`src/rtl/pp_hazard_ctrl_if.sv`:
```
// Hazard request / pipeline control bundle between the
// pipeline stages and the central hazard controller.
interface pp_hazard_ctrl_if #(
    parameter int CNT_W = 16
);
    logic             ddep_conflict_i;
    logic             ex_busy_i;
    logic             mem_wait_i;
    logic             branch_taken_i;
    logic             exc_i;
    logic             cnt_clr_i;
    logic             stall_if_o;
    logic             stall_dec_o;
    logic             stall_ex_o;
    logic             stall_mem_o;
    logic             bubble_ex_o;
    logic             bubble_mem_o;
    logic             bubble_wb_o;
    logic             flush_if_o;
    logic             flush_dec_o;
    logic             flush_ex_o;
    logic             init_o;
    logic [CNT_W-1:0] stall_cnt_o;

    modport master (
        output ddep_conflict_i, ex_busy_i, mem_wait_i,
        output branch_taken_i, exc_i, cnt_clr_i,
        input  stall_if_o, stall_dec_o, stall_ex_o,
        input  stall_mem_o, bubble_ex_o, bubble_mem_o,
        input  bubble_wb_o, flush_if_o, flush_dec_o,
        input  flush_ex_o, init_o, stall_cnt_o
    );

    modport slave (
        input  ddep_conflict_i, ex_busy_i, mem_wait_i,
        input  branch_taken_i, exc_i, cnt_clr_i,
        output stall_if_o, stall_dec_o, stall_ex_o,
        output stall_mem_o, bubble_ex_o, bubble_mem_o,
        output bubble_wb_o, flush_if_o, flush_dec_o,
        output flush_ex_o, init_o, stall_cnt_o
    );
endinterface

```
`src/rtl/pp_hazard_ctrl.sv`:
```
// Central stall/flush/bubble controller for the 5-stage
// pipeline, with held redirects and a stall-cycle counter.
module pp_hazard_ctrl #(
    parameter int INIT_CYCLES = 2,
    parameter int CNT_W       = 16
) (
    input logic             clk,
    input logic             rst_n,
    pp_hazard_ctrl_if.slave hz
);

    typedef enum logic [1:0] {
        S_INIT,
        S_RUN,
        S_HOLD
    } state_t;

    state_t           state_q, state_d;
    logic [3:0]       init_cnt_q, init_cnt_d;
    logic [1:0]       pend_q, pend_d;
    logic [CNT_W-1:0] cnt_q;
    logic             blk, m_exc, m_br;

    always_ff @(posedge clk) begin
        if (!rst_n) begin
            state_q    <= S_INIT;
            init_cnt_q <= '0;
            pend_q     <= '0;
        end else begin
            state_q    <= state_d;
            init_cnt_q <= init_cnt_d;
            pend_q     <= pend_d;
        end
    end

    always_comb begin
        blk   = hz.mem_wait_i | hz.ex_busy_i;
        // pend_q = {exc, br}; an exception always supersedes a branch
        m_exc = pend_q[1] | hz.exc_i;
        m_br  = ~m_exc & (pend_q[0] | hz.branch_taken_i);

        state_d         = state_q;
        init_cnt_d      = init_cnt_q;
        pend_d          = pend_q;
        hz.stall_if_o   = 1'b0;
        hz.stall_dec_o  = 1'b0;
        hz.stall_ex_o   = 1'b0;
        hz.stall_mem_o  = 1'b0;
        hz.bubble_ex_o  = 1'b0;
        hz.bubble_mem_o = 1'b0;
        hz.bubble_wb_o  = 1'b0;
        hz.flush_if_o   = 1'b0;
        hz.flush_dec_o  = 1'b0;
        hz.flush_ex_o   = 1'b0;
        hz.init_o       = 1'b0;

        unique case (state_q)
            S_INIT: begin
                hz.init_o      = 1'b1;
                hz.flush_if_o  = 1'b1;
                hz.flush_dec_o = 1'b1;
                hz.flush_ex_o  = 1'b1;
                if (init_cnt_q == 4'(INIT_CYCLES - 1))
                    state_d = S_RUN;
                else
                    init_cnt_d = init_cnt_q + 4'd1;
            end
            S_RUN, S_HOLD: begin
                if (hz.mem_wait_i) begin
                    hz.stall_if_o  = 1'b1;
                    hz.stall_dec_o = 1'b1;
                    hz.stall_ex_o  = 1'b1;
                    hz.stall_mem_o = 1'b1;
                    hz.bubble_wb_o = 1'b1;
                end else if (hz.ex_busy_i) begin
                    hz.stall_if_o   = 1'b1;
                    hz.stall_dec_o  = 1'b1;
                    hz.stall_ex_o   = 1'b1;
                    hz.bubble_mem_o = 1'b1;
                end else if (m_exc) begin
                    hz.flush_if_o  = 1'b1;
                    hz.flush_dec_o = 1'b1;
                    hz.flush_ex_o  = 1'b1;
                end else if (m_br) begin
                    hz.flush_if_o  = 1'b1;
                    hz.flush_dec_o = 1'b1;
                end else if (hz.ddep_conflict_i) begin
                    hz.stall_if_o  = 1'b1;
                    hz.stall_dec_o = 1'b1;
                    hz.bubble_ex_o = 1'b1;
                end
                // Blocked redirects park in pend_q until the stall drops
                if (blk) begin
                    pend_d = {m_exc, m_br};
                    if (m_exc | m_br)
                        state_d = S_HOLD;
                end else begin
                    pend_d  = '0;
                    state_d = S_RUN;
                end
            end
            default: state_d = S_INIT;
        endcase
    end

    always_ff @(posedge clk) begin
        if (!rst_n)
            cnt_q <= '0;
        else if (hz.cnt_clr_i)
            cnt_q <= '0;
        else if (hz.stall_if_o && cnt_q != '1)
            cnt_q <= cnt_q + 1'b1;
    end

    assign hz.stall_cnt_o = cnt_q;

endmodule

```
`src/flat_wrapper.sv`:
```
// flat-port wrapper written by rule: the top's interface ports become plain ports
module pp_hazard_ctrl_flat 
#(
    parameter int INIT_CYCLES = 2,
    parameter int CNT_W       = 16
)
  (clk, rst_n, hz_ddep_conflict_i, hz_ex_busy_i, hz_mem_wait_i, hz_branch_taken_i, hz_exc_i, hz_cnt_clr_i, hz_stall_if_o, hz_stall_dec_o, hz_stall_ex_o, hz_stall_mem_o, hz_bubble_ex_o, hz_bubble_mem_o, hz_bubble_wb_o, hz_flush_if_o, hz_flush_dec_o, hz_flush_ex_o, hz_init_o, hz_stall_cnt_o);
  pp_hazard_ctrl_if #(.CNT_W(CNT_W)) hz_i ();
  input logic clk;
  input logic rst_n;
  input wire logic [$bits(hz_i.ddep_conflict_i)-1:0] hz_ddep_conflict_i;
  input wire logic [$bits(hz_i.ex_busy_i)-1:0] hz_ex_busy_i;
  input wire logic [$bits(hz_i.mem_wait_i)-1:0] hz_mem_wait_i;
  input wire logic [$bits(hz_i.branch_taken_i)-1:0] hz_branch_taken_i;
  input wire logic [$bits(hz_i.exc_i)-1:0] hz_exc_i;
  input wire logic [$bits(hz_i.cnt_clr_i)-1:0] hz_cnt_clr_i;
  output wire logic [$bits(hz_i.stall_if_o)-1:0] hz_stall_if_o;
  output wire logic [$bits(hz_i.stall_dec_o)-1:0] hz_stall_dec_o;
  output wire logic [$bits(hz_i.stall_ex_o)-1:0] hz_stall_ex_o;
  output wire logic [$bits(hz_i.stall_mem_o)-1:0] hz_stall_mem_o;
  output wire logic [$bits(hz_i.bubble_ex_o)-1:0] hz_bubble_ex_o;
  output wire logic [$bits(hz_i.bubble_mem_o)-1:0] hz_bubble_mem_o;
  output wire logic [$bits(hz_i.bubble_wb_o)-1:0] hz_bubble_wb_o;
  output wire logic [$bits(hz_i.flush_if_o)-1:0] hz_flush_if_o;
  output wire logic [$bits(hz_i.flush_dec_o)-1:0] hz_flush_dec_o;
  output wire logic [$bits(hz_i.flush_ex_o)-1:0] hz_flush_ex_o;
  output wire logic [$bits(hz_i.init_o)-1:0] hz_init_o;
  output wire logic [$bits(hz_i.stall_cnt_o)-1:0] hz_stall_cnt_o;
  assign hz_i.ddep_conflict_i = hz_ddep_conflict_i;
  assign hz_i.ex_busy_i = hz_ex_busy_i;
  assign hz_i.mem_wait_i = hz_mem_wait_i;
  assign hz_i.branch_taken_i = hz_branch_taken_i;
  assign hz_i.exc_i = hz_exc_i;
  assign hz_i.cnt_clr_i = hz_cnt_clr_i;
  assign hz_stall_if_o = hz_i.stall_if_o;
  assign hz_stall_dec_o = hz_i.stall_dec_o;
  assign hz_stall_ex_o = hz_i.stall_ex_o;
  assign hz_stall_mem_o = hz_i.stall_mem_o;
  assign hz_bubble_ex_o = hz_i.bubble_ex_o;
  assign hz_bubble_mem_o = hz_i.bubble_mem_o;
  assign hz_bubble_wb_o = hz_i.bubble_wb_o;
  assign hz_flush_if_o = hz_i.flush_if_o;
  assign hz_flush_dec_o = hz_i.flush_dec_o;
  assign hz_flush_ex_o = hz_i.flush_ex_o;
  assign hz_init_o = hz_i.init_o;
  assign hz_stall_cnt_o = hz_i.stall_cnt_o;
  pp_hazard_ctrl #(.INIT_CYCLES(INIT_CYCLES), .CNT_W(CNT_W)) u_core (.clk(clk), .rst_n(rst_n), .hz(hz_i));
endmodule
```
`config.mk`:
```
export PLATFORM = sky130hd
export DESIGN_NAME = pp_hazard_ctrl_flat
export DESIGN_NICKNAME = d
export VERILOG_FILES = /design/src/rtl/pp_hazard_ctrl_if.sv /design/src/rtl/pp_hazard_ctrl.sv /design/src/flat_wrapper.sv
export SDC_FILE = /design/constraint.sdc
export NUM_CORES = 1
export LEC_CHECK = 0
export BUFFER_PORTS_ARGS = -buffer_cell sky130_fd_sc_hd__buf_2
export CORE_ASPECT_RATIO = 0.7
export CORE_MARGIN = 1.5
export CORE_UTILIZATION = 55
export CTS_CLUSTER_SIZE = 30
export DETAILED_ROUTE_END_ITERATION = 16
export PLACE_DENSITY = 0.83
export SLEW_MARGIN = 20
export SYNTH_ARGS = -nofsm -noshare
export SYNTH_HDL_FRONTEND = slang
export SYNTH_SLANG_ARGS = --single-unit
```
`constraint.sdc`:
```
create_clock -name clk -period 2.93 [get_ports clk]
set_input_delay 0.293 -clock clk [delete_from_list [all_inputs] [get_ports clk]]
set_output_delay 0.293 -clock clk [all_outputs]
set_load 0.005 [all_outputs]
```
==> reports/metrics.yaml, run 1 <==
worst_setup_path:
  worstPathRequired_ps: 2640
  worst_setup_path_start_kind: "register"
  critPathArrivalTime_ps: 1940
  path_max_fanout: 7
  end_kind: "output pin"
  critPathKind: "register to output pin"
sta:
  fin_crit_sh_pct: 76.3
  setup_viol_count_final: 0
  whs_ps: 257
  clock-skew-final_ps: 1.17
  finalMaxSlewViolations: 0
  grt_setup_unrepaired: "no"
  tightest_slew_ps: 535
  max_freq_ghz: 0.447
  tns_ps: 0
  hold_viol: 0
  slew_headroom_pct: 64.3
  post-route-min-period_ps: 2240
  worst_slack_ps: 694
logic_synthesis:
  synthTopCellsByArea: "dfxtp_1, xor2_1, nor2_1"
  ys_seq_area_share_pct: 37.2
  synth_top_area_share_pct: 37.2
  synth-seq-cells: 24
  synth_nets: 157
  synthTopCellsByCount: "dfxtp_1, nor2_1, nand2_1, xor2_1, a21oi_1"
  synth_cell_type_count: 36
  avgSynthCellArea_um2: 8.98
  ys.flop_type: "dfxtp_1"
  async_flop_share_pct: 0
  syn_area_um2: 1290
  postSynthCellCount: 144
  yosys.area.top_type: "dfxtp_1"
  synth_edf_count: 0
  synth.most_common_cell: "dfxtp_1"
  yosys_warnings: 0
cts:
  cts.repair.resized: 0
  clockRootBuffer: "clkbuf_4"
  htreeDepth: 1
  cts.clk_slew.worst_paths_ps: 130
  post_cts_buffers: 0
  cts_buffers: 3
  tritoncts: "yes"
  clockBufferDepth: 2
  cts_hold_buf: 0
  clkLatencyLatePin_ps: 310
  clock-sinks: 24
cells_and_area:
  drive_above_1_share_pct: 25.3
  synthToLayoutAreaGrowth_pct: 13.9
  nets: 189
  finish.utilization_pct: 67.3
  fillCellCount: 191
  diodes: 0
global_route:
  groute.usage.overall_pct: 21.6
  first_global_vias: 977
  grt_antenna_before_repair: 0
  grt_start_max_net_pins: 17
  gr-total-overflow: 0
  grt_pass1_wl_mm: 4.37
power_and_ir_drop:
  vdd_drop_max_v: 0.000298
  p_leak_uw: 0.000654
  power_frac_comb_pct: 39.8
  powerDensity_nw_per_um2: 611
  power.switching_uw: 334
  power_uw: 900
  p_seq_share_pct: 43.8
  clockPowerShare_pct: 16.4
  internal_power_uw: 566
  swShare_pct: 37.1
route:
  drt_iter0_drc: 51
  drc: 0
  vias: 1132
  ant_nets: 0
  dr.pass1.iters: 4
  vias_per_cell: 5.50
  wl_mm: 2.68
  routedWlPerCell_um: 13.0
placement:
  hpwlAfterDp_mm: 2.00
  port_buffers: 34
  gp_congestion: 0.770
  dp_slack_ps: 840
worst_hold_path:
  worstHoldPathType: "input pin to register"
job:
  drv_cap: 0
run_status:
  status: "finished, final reports clean"
floorplan:
  row_count: 14
  initial_core_util_pct: 59.0
  fp.dieH_um: 43.6
  core-area_um2: 2190
  pin_count: 35
  die_w_um: 60.9
  die_area_um2: 2650
==> cells by family (layout without fill, tap and decap cells) <==
kind of cell / after synthesis / in the layout / share of synthesized area, %
compound gates: 29 / 29 / 16.2
xor+xnor: 13 / 13 / 8.81
fa+ha+maj: 5 / 5 / 4.84
buf+inv: 14 / 44 / 6.10
flops: 24 / 24 / 37.2
mux: 2 / 2 / 1.55
simple gates: 57 / 57 / 25.4
==> metal layers <==
layer  part of all wire, %  wire (µm)  GRT usage, %
met2                    44       1170          32.3
met1                    52       1380          31.9
met3                   4.6        122          6.27
met4                     0          0          2.61
met5                     0          0             0
==> metrics by stage <==
step	instance area (µm²)	cells
after floorplan	1290	144
after global placement	1450	203
after detailed placement	1450	203
after CTS	1470	206
after global routing	1470	206
final	1470	206
==> state kept, by name (all words and copies together) (netlist names) <==
name / count
u_core.hz.stall_cnt_o: 16
u_core.init_cnt_q: 4
u_core.pend_q: 2
u_core.state_q: 2
==> power by group through the flow <==
stage / Clock (µW) / Sequential [µW] / Combinational [µW]
floorplan: 0 / 394 / 283
global placement: 0 / 397 / 341
detailed placement: 0 / 401 / 354
CTS: 148 / 393 / 357
global route: 157 / 398 / 404
finish: 148 / 394 / 358
==> cell usage in the layout (no fill, tap or decap), types with 4 or more instances in the layout <==
cell type  count
a21oi_1        9
and2_1         6
and3_1         4
buf_2         34
dfxtp_1       24
ha_1           5
inv_1          7
nand2_1       10
nor2_1        17
o211ai_1       4
o21ai_0        5
or3_1          4
xor2_1        10
==> layout make-up <==
class / instances / area [µm²] / share of cell area (%)
multi-input cells: 106 / 733 / 49.8
flip-flops and latches: 24 / 480 / 32.6
repair buffers: 34 / 170 / 11.6
well taps: 32 / 40.0 / 2.72
inverters: 7 / 26.3 / 1.78
clock buffers: 3 / 22.5 / 1.53
==> critical path: stages, from the launching register on <==
cell and delay (ps):
dfxtp_1 360, inv_1 60, ha_1 380, nor3b_1 360, o21bai_1 160, a21oi_1 160, buf_2 140
==> path summary, 6_finish.rpt <==
| kind | startpoint | endpoint | slack [ps] | depth (start not counted) |
|---|---|---|---|---|
| worst max-delay path | u_core.state_q[1]$_SDFFE_PN0P_ | hz_flush_dec_o | 690 | 6 |
| worst min-delay path | hz_cnt_clr_i | u_core.hz.stall_cnt_o[15]$_SDFFE_PP0P_ | 260 | 4 |
| worst max register to register | u_core.state_q[1]$_SDFFE_PN0P_ | u_core.hz.stall_cnt_o[15]$_SDFFE_PP0P_ | 780 | 7 |
| worst min register to register | u_core.hz.stall_cnt_o[9]$_SDFFE_PP0P_ | u_core.hz.stall_cnt_o[9]$_SDFFE_PP0P_ | 530 | 2 |
No activity file was read; power rests on OpenSTA's default activity.
==> inputs of run 2 (changes only) <==
Settings changed: CORE_UTILIZATION 55 to 51, PLACE_DENSITY 0.83 to 0.78.
Clock period 2.93 ns to 2.3 ns, I/O delays scaled along.
==> run 2 against run 1 <==
Effect of this change:
- wire length grew 1.5%
- worst setup slack got worse by 470 ps
- first-iteration DRC count increased by 35%
- core utilization down 5.7 points
- cell area grew 2.0%
- sequential cell count did not move
- largest cell class unchanged
- final cell count rose by 1.5%
- clock power rose by 49%
- worst hold slack got worse by 54 ps
- clock skew up 11 ps
- critical endpoint is now u_core.hz.stall_cnt_o[15]$_SDFFE_PP0P_
- largest power group unchanged
- via count decreased by 1.4%
==> reports/metrics.yaml, run 2 (synthesis gave the netlist of run 1 again) <==
cts:
  tritoncts: "yes"
  clock-sinks: 24
  clockRootBuffer: "clkbuf_4"
  cts_hold_buf: 0
  cts.repair.resized: 0
  clockBufferDepth: 2
  htreeDepth: 1
  post_cts_buffers: 0
  clkLatencyLatePin_ps: 320
  cts.clk_slew.worst_paths_ps: 130
  cts_buffers: 3
cells_and_area:
  diodes: 0
  synthToLayoutAreaGrowth_pct: 16.3
  fin_cells: 209
  layout_common_cells: "buf_2, dfxtp_1, nor2_1"
  drive_above_1_share_pct: 26.3
  nets: 189
  largest_reg_flops: 16
  layout_commonest_cell: "buf_2"
placement:
  hpwlAfterDp_mm: 2.12
  port_buffers: 34
  dp_cells: 205
  gp_congestion: 0.797
sta:
  grt_setup_unrepaired: "no"
  finalMaxSlewViolations: 0
  fin_crit_sh_pct: 90.4
  max_freq_ghz: 0.481
  hold_viol: 0
  setup_viol_count_final: 0
  slew_headroom_pct: 62.8
  tightest_slew_ps: 558
  clock-skew-final_ps: 11.7
  post-route-min-period_ps: 2080
  tns_ps: 0
route:
  dr.pass1.iters: 5
  routed-wl-met3_um: 158
  routedWlPerCell_um: 13.0
  drt_iter0_drc: 69
  wl_met2_mm: 1.21
  vias_per_cell: 5.34
  wl_mm: 2.72
  met1_length_mm: 1.33
  routed.top_layer: "met4"
  ant_nets: 0
  drc: 0
  vias: 1116
floorplan:
  initial_core_util_pct: 53.0
  fp.dieH_um: 45.1
  core-area_um2: 2440
  die_w_um: 63.2
  die_area_um2: 2850
  pin_count: 35
  row_count: 15
worst_setup_path:
  worstPathRequired_ps: 2560
  critPathKind: "register to register"
  critPathArrivalTime_ps: 2340
  end_kind: "register"
  worst_setup_path_start_kind: "register"
  slowest_stage: "or4_1"
  cpPeakStageDelay_ps: 490
  crit_chain: "inv_1, ha_1, o21a_1, a31o_4, o211ai_4, or4_1, nand2_1"
  path_max_fanout: 12
power_and_ir_drop:
  power_uw: 1190
  p_seq_share_pct: 41.9
  power.switching_uw: 427
  vdd_drop_max_v: 0.000279
  swShare_pct: 35.8
  powerDensity_nw_per_um2: 794
  power_frac_comb_pct: 39.6
  internal_power_uw: 766
  p_leak_uw: 0.000666
  clockPowerShare_pct: 18.5
run_status:
  status: "finished, final reports clean"
global_route:
  groute.usage.overall_pct: 19.7
  grt_antenna_before_repair: 0
  grt_pass1_wl_mm: 4.42
  first_global_vias: 953
  gr-total-overflow: 0
  grt_start_max_net_pins: 17
worst_hold_path:
  worstHoldPathType: "input pin to register"
job:
  drv_cap: 0
==> run 2: cell types whose count changed in the layout (fill, tap and decap cells not counted) <==
cell,delta
a31o_2,-1
nor3b_2,+1
nor3b_1,-1
a31o_4,+1
clkbuf_8,+1
==> run 2: final timing paths <==
check / slack (ps) / to / cells after the start / startpoint
max: 220 / u_core.hz.stall_cnt_o[15]$_SDFFE_PP0P_ / 7 / u_core.state_q[1]$_SDFFE_PN0P_
min: 200 / u_core.state_q[1]$_SDFFE_PN0P_ / 2 / rst_n
max reg2reg: 220 / u_core.hz.stall_cnt_o[15]$_SDFFE_PP0P_ / 7 / u_core.state_q[1]$_SDFFE_PN0P_
min reg2reg: 540 / u_core.hz.stall_cnt_o[13]$_SDFFE_PP0P_ / 2 / u_core.hz.stall_cnt_o[13]$_SDFFE_PP0P_
==> run 2: routing by layer <==
layer	global-route usage (%)	vias to the layer above
met2	33.4	27
met4	3.04	0
met5	0	-
li1	-	566
met1	26.3	520
met3	4.99	3
==> run 2: layout make-up <==
| class | instances | area (µm²) |
|---|---|---|
| fill | 227 | 937 |
| multi-input combinational | 106 | 747 |
| inverter | 7 | 26.3 |
| clock buffer | 4 | 36.3 |
| sequential | 24 | 480 |
| timing repair buffer | 34 | 170 |
| tap | 34 | 42.5 |
==> run 2: power by group through the flow <==
| stage | Sequential, µW | Clock, µW | Combinational (µW) |
|---|---|---|---|
| 5_1_grt | 505 | 245 | 529 |
| 3_5_place_dp | 509 | 0 | 459 |
| 4_1_cts | 500 | 228 | 460 |
| 6_report | 500 | 220 | 472 |
| 3_3_place_gp | 505 | 0 | 437 |
| 2_1_floorplan | 502 | 0 | 361 |
==> run 2: worst max-delay path: cells and delay by family, from the launching register on <==
kind	cells	cell delay (ps)
AO/OA/AOI/OAI	3	640
AND/OR/NAND/NOR	2	570
adder cells (fa/ha/maj)	1	380
flip-flops	1	370
buffers and inverters	1	60
==> run 2: per-stage QoR <==
stage	area [µm²]	hold slack (ps)	utilization (%)	setup slack [ps]
2_1_floorplan	1290	418	-	436
3_3_place_gp	1450	502	59.5	325
3_5_place_dp	1450	525	59.5	179
4_1_cts	1490	199	61.0	84.9
5_1_grt	1500	199	61.6	32.3
6_report	1500	202	61.6	220
